File: src/rtl/core_memory_responder_pkg.sv
// Shared constants and FSM encoding for the core memory responder.
// Aligned with the core's 5-bit memory address.
package core_memory_responder_pkg;

  localparam int MEM_DEPTH      = 32;
  localparam int MEM_ADDR_WIDTH = 5;

  typedef enum logic [1:0] {
    ST_LOAD   = 2'd0,
    ST_RUN    = 2'd1,
    ST_HALTED = 2'd2
  } state_e;

endpackage

File: src/rtl/core_memory_array.sv
// Word store: async read port, sync write port, sync clear.
// Clear has priority over the write port.
module core_memory_array
  import core_memory_responder_pkg::*;
#(
  parameter int DATA_WIDTH = 16,
  parameter int ADDR_WIDTH = MEM_ADDR_WIDTH,
  parameter int DEPTH      = MEM_DEPTH
) (
  input  logic                  clk_i,
  input  logic                  clear_i,
  input  logic                  we_i,
  input  logic [ADDR_WIDTH-1:0] waddr_i,
  input  logic [DATA_WIDTH-1:0] wdata_i,
  input  logic [ADDR_WIDTH-1:0] raddr_i,
  output logic [DATA_WIDTH-1:0] rdata_o
);

  logic [DATA_WIDTH-1:0] mem_q [DEPTH];

  // Zero-latency read; old word is visible until the write edge.
  assign rdata_o = mem_q[raddr_i];

  // Storage update: clear wipes everything, otherwise single write.
  always_ff @(posedge clk_i) begin
    if (clear_i) begin
      for (int i = 0; i < DEPTH; i++) begin
        mem_q[i] <= '0;
      end
    end else if (we_i) begin
      mem_q[waddr_i] <= wdata_i;
    end
  end

endmodule

File: src/rtl/core_memory_responder.sv
// Memory responder: program loader, core memory port, halt tracking.
// Optional macro PROGRAM_PROTECT_EN drops core writes into the program.
module core_memory_responder
  import core_memory_responder_pkg::*;
#(
  parameter int DATA_WIDTH = 16,
  parameter int ADDR_WIDTH = MEM_ADDR_WIDTH,
  parameter int DEPTH      = MEM_DEPTH
) (
  input  logic                  clock,
  input  logic                  reset,
  input  logic                  load_valid,
  input  logic [DATA_WIDTH-1:0] load_data,
  input  logic                  load_last,
  output logic                  load_ready,
  input  logic [ADDR_WIDTH-1:0] mem_addr,
  input  logic [DATA_WIDTH-1:0] mem_write_data,
  input  logic                  mem_write,
  output logic [DATA_WIDTH-1:0] mem_read_data,
  input  logic                  halted,
  output logic                  start_execution,
  output logic                  done,
  output logic [ADDR_WIDTH:0]   word_count,
  output logic                  write_fault
);

  localparam logic [ADDR_WIDTH-1:0] LAST_PTR =
    ADDR_WIDTH'(DEPTH - 1);

  state_e                state_q, state_d;
  logic [ADDR_WIDTH-1:0] ptr_q, ptr_d;
  logic [ADDR_WIDTH:0]   count_q, count_d;
  logic                  fault_q, fault_d;

  logic                  we;
  logic [ADDR_WIDTH-1:0] waddr;
  logic [DATA_WIDTH-1:0] wdata;
  logic                  accept;
  logic                  prot_hit;

  core_memory_array #(
    .DATA_WIDTH(DATA_WIDTH),
    .ADDR_WIDTH(ADDR_WIDTH),
    .DEPTH     (DEPTH)
  ) u_array (
    .clk_i  (clock),
    .clear_i(reset),
    .we_i   (we),
    .waddr_i(waddr),
    .wdata_i(wdata),
    .raddr_i(mem_addr),
    .rdata_o(mem_read_data)
  );

  // State-derived outputs change only at the clock edge.
  assign load_ready      = (state_q == ST_LOAD);
  assign start_execution = (state_q != ST_LOAD);
  assign done            = (state_q == ST_HALTED);
  assign word_count      = count_q;
  assign write_fault     = fault_q;
  assign accept          = load_ready & load_valid;

  // Next state, write-port mux and protection check.
  always_comb begin
    state_d = state_q;
    ptr_d   = ptr_q;
    count_d = count_q;
    fault_d = fault_q;
    we      = 1'b0;
    waddr   = ptr_q;
    wdata   = load_data;
`ifdef PROGRAM_PROTECT_EN
    prot_hit = ({1'b0, mem_addr} < count_q);
`else
    prot_hit = 1'b0;
`endif
    unique case (state_q)
      ST_LOAD: begin
        if (accept) begin
          we      = 1'b1;
          count_d = count_q + 1'b1;
          if (ptr_q != LAST_PTR) ptr_d = ptr_q + 1'b1;
          if (load_last || ptr_q == LAST_PTR) state_d = ST_RUN;
        end
      end
      ST_RUN: begin
        waddr = mem_addr;
        wdata = mem_write_data;
        if (mem_write) begin
          if (prot_hit) fault_d = 1'b1;
          else          we      = 1'b1;
        end
        if (halted) state_d = ST_HALTED;
      end
      ST_HALTED: state_d = ST_HALTED;
      default:   state_d = ST_LOAD;
    endcase
  end

  // Control registers with synchronous reset.
  always_ff @(posedge clock) begin
    if (reset) begin
      state_q <= ST_LOAD;
      ptr_q   <= '0;
      count_q <= '0;
      fault_q <= 1'b0;
    end else begin
      state_q <= state_d;
      ptr_q   <= ptr_d;
      count_q <= count_d;
      fault_q <= fault_d;
    end
  end

endmodule

File: config.mk
export PLATFORM = sky130hd
export DESIGN_NAME = core_memory_responder
export DESIGN_NICKNAME = d
export VERILOG_FILES = /design/src/rtl/core_memory_responder_pkg.sv /design/src/rtl/core_memory_array.sv /design/src/rtl/core_memory_responder.sv
export SDC_FILE = /design/constraint.sdc
export NUM_CORES = 1
export LEC_CHECK = 0
export ABC_CLOCK_PERIOD_IN_PS = 2800
export BUFFER_PORTS_ARGS = -buffer_cell sky130_fd_sc_hd__clkbuf_2
export CAP_MARGIN = 10
export CORE_ASPECT_RATIO = 0.8
export CORE_MARGIN = 3
export CORE_UTILIZATION = 50
export DETAILED_ROUTE_END_ITERATION = 10
export GPL_TIMING_DRIVEN = 0
export PLACE_DENSITY = 0.72
export SLEW_MARGIN = 20
export SYNTH_ARGS = -nofsm -noshare
export SYNTH_HDL_FRONTEND = slang
export SYNTH_SLANG_ARGS = --single-unit
export TNS_END_PERCENT = 5
File: constraint.sdc
create_clock -name clock -period 2.8 [get_ports clock]
set_input_delay 0.28 -clock clock [delete_from_list [all_inputs] [get_ports clock]]
set_output_delay 0.28 -clock clock [all_outputs]
set_load 0.03 [all_outputs]
==> out/qor.txt, run 1 <==
cts hold-fix bufs: 0
Sequential Area: 0.0156 sq mm
violated checks: negative setup slack
DR WL/cell: 26.7 um
postcts setup bufs: 0
# rows: 70
GR met3 Demand/Resource: 0.0880
area grow syn2layout: 13.0%
core area: 0.0463 sq mm
Hold Startpoint: load_valid
Tcrit/Tclk final: 1.04
crit path time final: 2.91 ns
Clock Sinks: 525
Vias: 16.1k
ANT nets after route: 0
top cell type's share of synthesized area: 0.647
Syn Nets: 1903
GRT busiest layer: met2
# IOs: 69
WHS Path Cells: 4
CTS tree: built
layout cells sized above 1: 0.195
post-synth top area cell: edfxtp_1
DRC: 0
Syn Area/Cell: 12.8 sq um
EDFF count, synth: 512
R2R Setup Slk: -0.11 ns
first-pass GRT wire length: 101000 um
GPL Wtd Cong: 0.987
Tot Pwr: 19.7 mW
RR Endpoint: u_array.mem_q[22][8]
Worst-path clk slew: 0.06 ns
clock skew: 0.0187 ns
Hold Fails Final Rpt: 0
WP data required: 3.13 ns
Max Clk Rate: 343 MHz
die height: 201 um
hold slack: 0.0950 ns
most common library cells after synthesis: nor2_1 (522), edfxtp_1 (512), mux2i_1 (273)
final count of pins violating max slew: 0
DR pass1 iterations: 6
clock buffer count from CTS: 51
Vias per Instance: 6.13
setup violators final: 37
area of the multi-input gates: 0.00761 sq mm
Async SR Flop Fraction: 0
initial core utilization: 0.513
Die ar.: 0.0502 sq mm
PD cells: 733 mW/mm^2
Netlist cell types: 44
R2R cell count: 8
Seq/Total Area, Yosys: 0.658
Worst Path Max Fanout: 10
min-delay worst type: in -> reg
Syn Std Cell Area: 0.0238 sq mm
die width: 250 um
later-pin clock latency in the skew report: 0.60 ns
met2 usage: 0.391
Filler cells: 3716
CP startpoint kind: register
CTS Buffer Depth: 3
crit end category: register
root buf cell: clkbuf_16
slew margin rel.: 0.410
Setup Crit Path Kind: reg -> reg
Ys Warns: 0
reg-to-reg critical path startpoint: state_q[1]
htree depth: 2
number of global-route vias before repair: 15.4k
Slew @ Worst Pin: 0.885 ns
initial antenna violation count: 3
Peak VDD IR: 0.600 mV
RSZ-0062 raised after global routing: true
GR Layer Usage met1: 0.390
Yosys reg bits: 525
Worst EP arrival: 3.24 ns
hold endpoint: word_count[1]
PortBufs: 65
Post-synth top flop: edfxtp_1
DRT iter0 DRCs: 2273
Total GRT Usage: 0.273
largest net degree at the start of global routing: 17
Layout Nets: 2021
MaxCap Viol Count: 0
Syn Inst Count: 1853
leading post-synthesis cells by cell area: edfxtp_1 (65%), mux2i_1 (11%), nor2_1 (8.2%)
Leakage: 10.3 nW
GR Overflow Total: 0
hpwl dp: 48500 um
worst setup margin: -0.114 ns
run status: finished with violations
final wirelength: 70100 um
most frequent cell after synthesis: nor2_1
==> layout make-up <==
class                      count  area share
antenna                        1   0.0000931
buffer                       157      0.0361
clock buffer                  63      0.0500
clock inverter                31     0.00787
inverter                       4    0.000559
multi-input combinational   1167       0.283
sequential                   525       0.582
tap                          612      0.0285
timing repair buffer          65      0.0121
==> layout by cell type, fill, tap and decap left out, drive strengths merged, types with 19 or more instances in the layout <==
master,netlist,final
nand2,60,60
a22o,30,30
mux2i,274,274
clkinv,0,26
edfxtp,512,512
nor3,23,23
nand2b,32,32
nand3,33,33
a21oi,24,24
nand4,19,19
buf,116,109
a22oi,82,82
clkbuf,41,176
nor2,528,528
==> cell families (layout without fill, tap and decap cells) <==
kind of cell	Yosys count	count (layout)	synth area share
AND/OR/NAND/NOR	714	714	0.130
flip-flops	525	525	0.658
multiplexers	275	275	0.116
AO/OA/AOI/OAI	162	162	0.0500
buffers and inverters	161	320	0.0396
XOR/XNOR	8	8	0.00295
adder cells (fa/ha/maj)	7	7	0.00368
other	1	2	0.000158
==> where the power goes <==
part	switching, mW	internal (mW)
registers	0.158	9.08
logic	2.90	0.976
clock network	3.00	3.59
total	6.05	13.6
==> per-layer routing <==
layer / routed length, um / vias up
met1: 27300 / 7961
li1: - / 6931
met5: 0 / -
met2: 30000 / 1065
met3: 10100 / 142
met4: 2590 / 0
==> flip-flops by register name (all words and copies together) (netlist names) <==
name           flops
u_array.mem_q    512
word_count         6
ptr_q              5
state_q            2
==> per-stage QoR <==
stage / instances / setup WS [ns] / instance area [sq um] / util / TNS [ns]
2_1_floorplan: 1853 / 0.182 / 23800 / - / 0
5_1_grt: 2625 / -0.112 / 26900 / 0.580 / -1.69
4_1_cts: 2624 / -0.0505 / 26700 / 0.576 / -0.911
3_5_place_dp: 2530 / -0.257 / 24900 / 0.537 / -85.77
6_report: 2625 / -0.114 / 26900 / 0.580 / -2.09
3_3_place_gp: 2530 / -0.295 / 24900 / 0.537 / -51.27
==> worst max-delay path, cell delays in order (launching register included) <==
cell	delay [ns]
dfxtp_1	0.31
inv_1	0.11
ha_1	0.18
buf_6	0.18
buf_6	0.19
buf_6	0.22
mux2i_2	0.63
buf_1	0.69
nor2_1	0.10
==> timing repair <==
item                                   in CTS  in global routing
gates resized for setup                    77                 52
setup endpoints to repair                 838                426
pin swaps                                   0                  0
endpoints found under the hold margin       0                  0
==> worst max-delay path by stage <==
stage	to	from	cells after the start	slack (ns)
2_1_floorplan	u_array.mem_q[3][0]	state_q[0]	7	0.18
3_3_place_gp	mem_read_data[9]	mem_addr[0]	9	-0.30
3_5_place_dp	u_array.mem_q[7][7]	state_q[1]	9	-0.26
4_1_cts	u_array.mem_q[13][11]	state_q[1]	8	-0.05
5_1_grt	u_array.mem_q[12][8]	state_q[1]	8	-0.11
6_report	u_array.mem_q[22][8]	state_q[1]	8	-0.11
(Power assumes the default switching activity.)
==> run 2: changes to the inputs <==
--- a/config.mk
+++ b/config.mk
@@ -13,2 +13,3 @@
 export CORE_UTILIZATION = 50
+export CTS_CLUSTER_SIZE = 12
 export DETAILED_ROUTE_END_ITERATION = 10
--- a/constraint.sdc
+++ b/constraint.sdc
@@ -3,2 +3,2 @@
 set_output_delay 0.28 -clock clock [all_outputs]
-set_load 0.03 [all_outputs]
+set_load 0.01 [all_outputs]
==> out/qor.txt, run 2 (same netlist as run 1, synthesis figures left out) <==
hpwl dp: 48500 um (unchanged)
ANT nets after route: 0 (unchanged)
Tot Pwr: 19.6 mW (-0.39%)
PortBufs: 65 (unchanged)
WHS Path Cells: 4 (unchanged)
DR pass1 iterations: 6 (unchanged)
R2R cell count: 8 (unchanged)
clock skew: 0.0285 ns (+0.00977 ns)
Worst-path clk slew: 0.06 ns (about the same)
initial core utilization: 0.513 (unchanged)
Hold Fails Final Rpt: 0 (unchanged)
WP data required: 2.52 ns (-0.61 ns)
Worst EP arrival: 2.77 ns (-0.47 ns)
# rows: 70 (unchanged)
hold endpoint: word_count[1]
Worst Path Max Fanout: 10 (unchanged)
Vias: 16.0k (-0.37%)
Clock Sinks: 525 (unchanged)
setup violators final: 17 (-54%)
Max Clk Rate: 328 MHz (-4.4%)
Slew @ Worst Pin: 0.892 ns (+0.00756 ns)
commonest cells after routing, fill and taps aside: nor2_1 (521), edfxtp_1 (512), mux2i_1 (259)
Total GRT Usage: 0.273 (about the same)
core area: 0.0463 sq mm (unchanged)
Die ar.: 0.0502 sq mm (unchanged)
die height: 201 um (unchanged)
CP startpoint kind: primary input
pre-CTS setup slack: -0.257 ns (unchanged)
min-delay worst type: in -> reg
layout cells sized above 1: 0.185 (-0.0103)
GPL Wtd Cong: 0.987 (unchanged)
die width: 250 um (unchanged)
later-pin clock latency in the skew report: 0.61 ns (about the same)
DRT iter0 DRCs: 2374 (+4.4%)
crit path time final: 3.05 ns (+0.135 ns)
final count of pins violating max slew: 0 (unchanged)
Peak VDD IR: 0.491 mV (-18%)
final wirelength: 69800 um (-0.37%)
crit end category: primary output
violated checks: negative setup slack
RR Endpoint: u_array.mem_q[22][4]
Largest Register: u_array.mem_q
worst setup margin: -0.249 ns (-0.135 ns)
RSZ-0062 raised after global routing: true
commonest non-fill, non-tap cell in the layout: nor2_1
postcts setup bufs: 0 (unchanged)
area grow syn2layout: 12.5%
Hold Startpoint: load_valid
Post-DP Area: 0.0249 sq mm (unchanged)
slew margin rel.: 0.405 (-0.00504)
MaxCap Viol Count: 0 (unchanged)
root buf cell: clkbuf_16
PD cells: 733 mW/mm^2 (about the same)
Setup Crit Path Kind: in -> out
GR Overflow Total: 0 (unchanged)
clock buffer count from CTS: 52 (+2.0%)
Leakage: 10.3 nW (-0.61%)
Layout Nets: 2022 (+0.049%)
run status: finished with violations
first-pass GRT wire length: 100000 um (-0.45%)
htree depth: 2 (unchanged)
DRC: 0 (unchanged)
Design Area, Final: 0.0267 sq mm (-0.47%)
CTS Buffer Depth: 3 (unchanged)
number of flip-flops in the largest register: 512 (unchanged)
Vias per Instance: 6.13 (-0.10%)
hold slack: 0.0920 ns (-0.00302 ns)
reg-to-reg critical path startpoint: state_q[1]
Tcrit/Tclk final: 1.09 (+0.0483)
initial antenna violation count: 1 (-2)
DR WL/cell: 26.7 um (-0.10%)
largest net degree at the start of global routing: 17 (unchanged)
cts hold-fix bufs: 0 (unchanged)
CTS tree: built
R2R Setup Slk: -0.02 ns (+0.09 ns)
# IOs: 69 (unchanged)
number of global-route vias before repair: 15.4k (+0.071%)
==> run 2: changes by cell type in the layout (fill, tap and decap cells not counted), sizes merged <==
cell / change
clkbuf: +12
clkinv: -20
clkinvlp: -1
bufinv: -1
buf: +5
inv: -2
==> run 2: worst max-delay path: stages <==
cell	delay [ns]
clkbuf_2	0.15
or2_2	0.32
buf_1	0.25
clkbuf_1	0.44
nor3_1	0.76
a31oi_1	0.12
nand3_1	0.25
clkbuf_2	0.19
==> run 2: power breakdown <==
group | internal [mW] | leakage, nW | switching [mW] | total, mW
Clock | 3.70 | 0.752 | 2.94 | 6.63
Combinational | 0.972 | 4.13 | 2.77 | 3.75
Sequential | 9.08 | 5.39 | 0.158 | 9.24
Total | 13.7 | 10.3 | 5.87 | 19.6
==> run 2: area by class of cell <==
cell class                      instances  area [sq um]
Clock buffer                           80          1480
Fill cell                            3698         19600
Buffer                                157           952
Antenna cell                            1          2.50
Multi-Input combinational cell       1167          7500
Sequential cell                       525         15600
Clock inverter                          7          70.1
Inverter                                4          15.0
Tap cell                              612           766
Timing Repair Buffer                   65           325
==> run 2: layer usage <==
metal	part of all wire	wire length (um)	global-route usage	vias up
met4	0.043	3020	0.113	0
li1	-	-	-	6919
met3	0.15	10300	0.0977	157
met5	0	0	0	-
met2	0.42	29300	0.385	1022
met1	0.39	27200	0.383	7942
==> run 2: through the flow <==
step / util / setup TNS [ns] / cells
after floorplan: - / 0 / 1853
after global placement: 0.537 / -50.37 / 2530
after detailed placement: 0.537 / -84.88 / 2530
after CTS: 0.574 / -20.65 / 2617
after global routing: 0.577 / -1.51 / 2618
final: 0.577 / -0.942 / 2618
==> run 2: worst max path at each step <==
stage / start / to / slack, ns / depth (start not counted)
CTS: state_q[1] / u_array.mem_q[13][11] / -0.21 / 8
global placement: mem_addr[0] / mem_read_data[9] / -0.22 / 9
floorplan: state_q[0] / u_array.mem_q[3][0] / 0.36 / 7
global route: mem_addr[0] / mem_read_data[4] / -0.18 / 9
detailed placement: state_q[1] / u_array.mem_q[7][7] / -0.26 / 9
finish: mem_addr[3] / mem_read_data[8] / -0.25 / 8
==> run 2: timing repair <==
item                       4_1_cts  5_1_grt
setup endpoints to repair      847      472
resized for setup               63       36
pin swaps                        0        0
==> run 3: changes to the inputs <==
Settings changed: CORE_ASPECT_RATIO 0.8 to 1.2.
==> out/qor.txt, run 3 (same netlist as run 1, synthesis figures left out) <==
run status: finished with violations
violated checks: negative setup slack
# IOs: 69 (unchanged)
Worst EP arrival: 2.58 ns (-0.19 ns)
Clock Sinks: 525 (unchanged)
DRC: 0 (unchanged)
WP data required: 2.52 ns (about the same)
area grow syn2layout: 12.2%
# rows: 86 (+23%)
Sequential Area: 0.0156 sq mm (unchanged)
Worst Path Max Fanout: 10 (unchanged)
initial antenna violation count: 3 (+2)
pre-CTS setup slack: -0.338 ns (-0.0809 ns)
Worst-path clk slew: 0.06 ns (about the same)
DRT iter0 DRCs: 1849 (-22%)
Setup Crit Path Kind: in -> out
ANT nets after route: 0 (unchanged)
root buf cell: clkbuf_16
clock skew: 0.0321 ns (+0.00358 ns)
reg-to-reg critical path startpoint: state_q[1]
RR Endpoint: u_array.mem_q[22][10]
largest net degree at the start of global routing: 17 (unchanged)
Total GRT Usage: 0.268 (-0.00467)
Slew @ Worst Pin: 0.870 ns (-0.0220 ns)
CP startpoint kind: primary input
final wirelength: 67300 um (-3.6%)
htree depth: 2 (unchanged)
later-pin clock latency in the skew report: 0.61 ns (about the same)
Filler cells: 3743 (+1.2%)
clock buffer count from CTS: 52 (unchanged)
postcts setup bufs: 0 (unchanged)
min-delay worst type: in -> reg
first-pass GRT wire length: 98200 um (-1.9%)
setup violators final: 5 (-12)
Sw Share: 0.293 (-0.00571)
CTS tree: built
Vias: 15.7k (-2.4%)
CP Depth: 8 (unchanged)
R2R Setup Slk: -0.01 ns (about the same)
origin of the worst setup path: mem_addr[3]
Peak VDD IR: 0.553 mV (+13%)
Max Clk Rate: 350 MHz (+6.6%)
cts hold-fix bufs: 0 (unchanged)
crit path time final: 2.86 ns (-0.188 ns)
die width: 205 um (-18%)
CP Buf/Inv Count: 4 (unchanged)
layout cells sized above 1: 0.180 (-0.00536)
Tot Pwr: 19.4 mW (-0.94%)
DR WL/cell: 25.7 um (-3.5%)
combinational fraction of design power: 0.190 (about the same)
worst setup margin: -0.0609 ns (+0.188 ns)
Switch Pwr: 5.70 mW (-2.8%)
Layout Nets: 2022 (unchanged)
final count of pins violating max slew: 0 (unchanged)
die height: 245 um (+22%)
MaxCap Viol Count: 0 (unchanged)
GPL Wtd Cong: 0.998 (+1.1%)
commonest non-fill, non-tap cell in the layout: nor2_1
crit path to: mem_read_data[6]
area of the multi-input gates: 0.00745 sq mm (-0.73%)
crit end category: primary output
CP max stage delay: 0.79 ns (+0.03 ns)
Die ar.: 0.0502 sq mm (about the same)
WHS Path Cells: 4 (unchanged)
worst-path cell chain: clkbuf_2, or2_2, buf_1, clkbuf_1, nor3_1, a31oi_1, nand3_1, clkbuf_2
CTS Buffer Depth: 3 (unchanged)
Leakage: 10.2 nW (-0.27%)
initial core utilization: 0.511 (-0.00168)
number of global-route vias before repair: 15.7k (+1.6%)
number of flip-flops in the largest register: 512 (unchanged)
CP most frequent cell: clkbuf_2
RSZ-0062 raised after global routing: true
Internal: 13.7 mW (-0.13%)
commonest cells after routing, fill and taps aside: nor2_1 (521), edfxtp_1 (512), mux2i_1 (258)
clock share of power: 0.335 (-0.003)
core area: 0.0465 sq mm (+0.33%)
Seq pwr share: 0.475 (+0.004)
Top Family by Delay on Critical Path: simple AND/OR/NAND/NOR gates
Largest Register: u_array.mem_q
GR Overflow Total: 0 (unchanged)
Vias per Instance: 5.99 (-2.3%)
slew margin rel.: 0.403 (-0.00192)
Tcrit/Tclk final: 1.02 (-0.0673)
R2R cell count: 8 (unchanged)
slowest stage cell, crit path: nor3_1
Hold Fails Final Rpt: 0 (unchanged)
PD cells: 729 mW/mm^2 (-0.65%)
DR pass1 iterations: 5 (-1)
hpwl dp: 47600 um (-1.9%)
PortBufs: 65 (unchanged)
-- run 3: worst min path at each step --
| stage | startpoint | end | slack (ns) |
|---|---|---|---|
| after global placement | word_count[1] | word_count[1] | 0.49 |
| after CTS | load_valid | word_count[1] | 0.08 |
| after global routing | load_data[11] | u_array.mem_q[10][11] | 0.12 |
| final | load_valid | word_count[1] | 0.1 |
| after floorplan | ptr_q[4] | ptr_q[4] | 0.50 |
| after detailed placement | word_count[1] | word_count[1] | 0.50 |
-- run 3: metal layers --
metal,vias up,part of all wire,track usage
met5,-,0.00042,0
met3,197,0.092,0.0471
li1,6908,-,-
met4,4,0.072,0.159
met1,7686,0.37,0.345
met2,865,0.47,0.427
-- run 3: area by class of cell --
class / count / share of cell area
sequential: 525 / 0.586
multi-input combinational: 1167 / 0.279
clock buffer: 67 / 0.0529
buffer: 157 / 0.0355
tap: 616 / 0.0289
inverter: 4 / 0.000563
timing repair buffer: 65 / 0.0122
clock inverter: 13 / 0.00432
antenna: 1 / 0.0000938
-- run 3: worst register-to-register path, cell delays in order (launching register included) --
cell,delay [ns]
dfxtp_1,0.31
inv_1,0.11
ha_1,0.17
buf_6,0.16
buf_6,0.19
buf_6,0.24
mux2i_2,0.62
clkbuf_1,0.65
nor2_1,0.10
-- run 3: metrics by stage --
| stage | cells | utilization | cell area, sq um | setup TNS [ns] | hold slack (ns) |
|---|---|---|---|---|---|
| after floorplan | 1853 | - | 23800 | 0 | 0.501 |
| after global placement | 2534 | 0.535 | 24900 | -61.50 | 0.490 |
| after detailed placement | 2534 | 0.535 | 24900 | -94.19 | 0.499 |
| after CTS | 2614 | 0.571 | 26500 | -4.56 | 0.0771 |
| after global routing | 2614 | 0.574 | 26700 | -2.62 | 0.125 |
| final | 2615 | 0.574 | 26700 | -0.106 | 0.0985 |
-- run 3: power groups by stage --
| stage | clock (mW) | combinational (mW) | sequential (mW) |
|---|---|---|---|
| 3_3_place_gp | 0 | 3.38 | 9.37 |
| 4_1_cts | 6.57 | 3.52 | 9.23 |
| 6_report | 6.51 | 3.69 | 9.23 |
| 2_1_floorplan | 0 | 2.05 | 9.35 |
| 5_1_grt | 6.86 | 3.83 | 9.27 |
| 3_5_place_dp | 0 | 3.45 | 9.40 |
-- run 3: repair_timing --
item / CTS / global route
gates resized for setup: 51 / 36
endpoints found under the setup margin: 796 / 631
hold endpoints to repair: 0 / 0
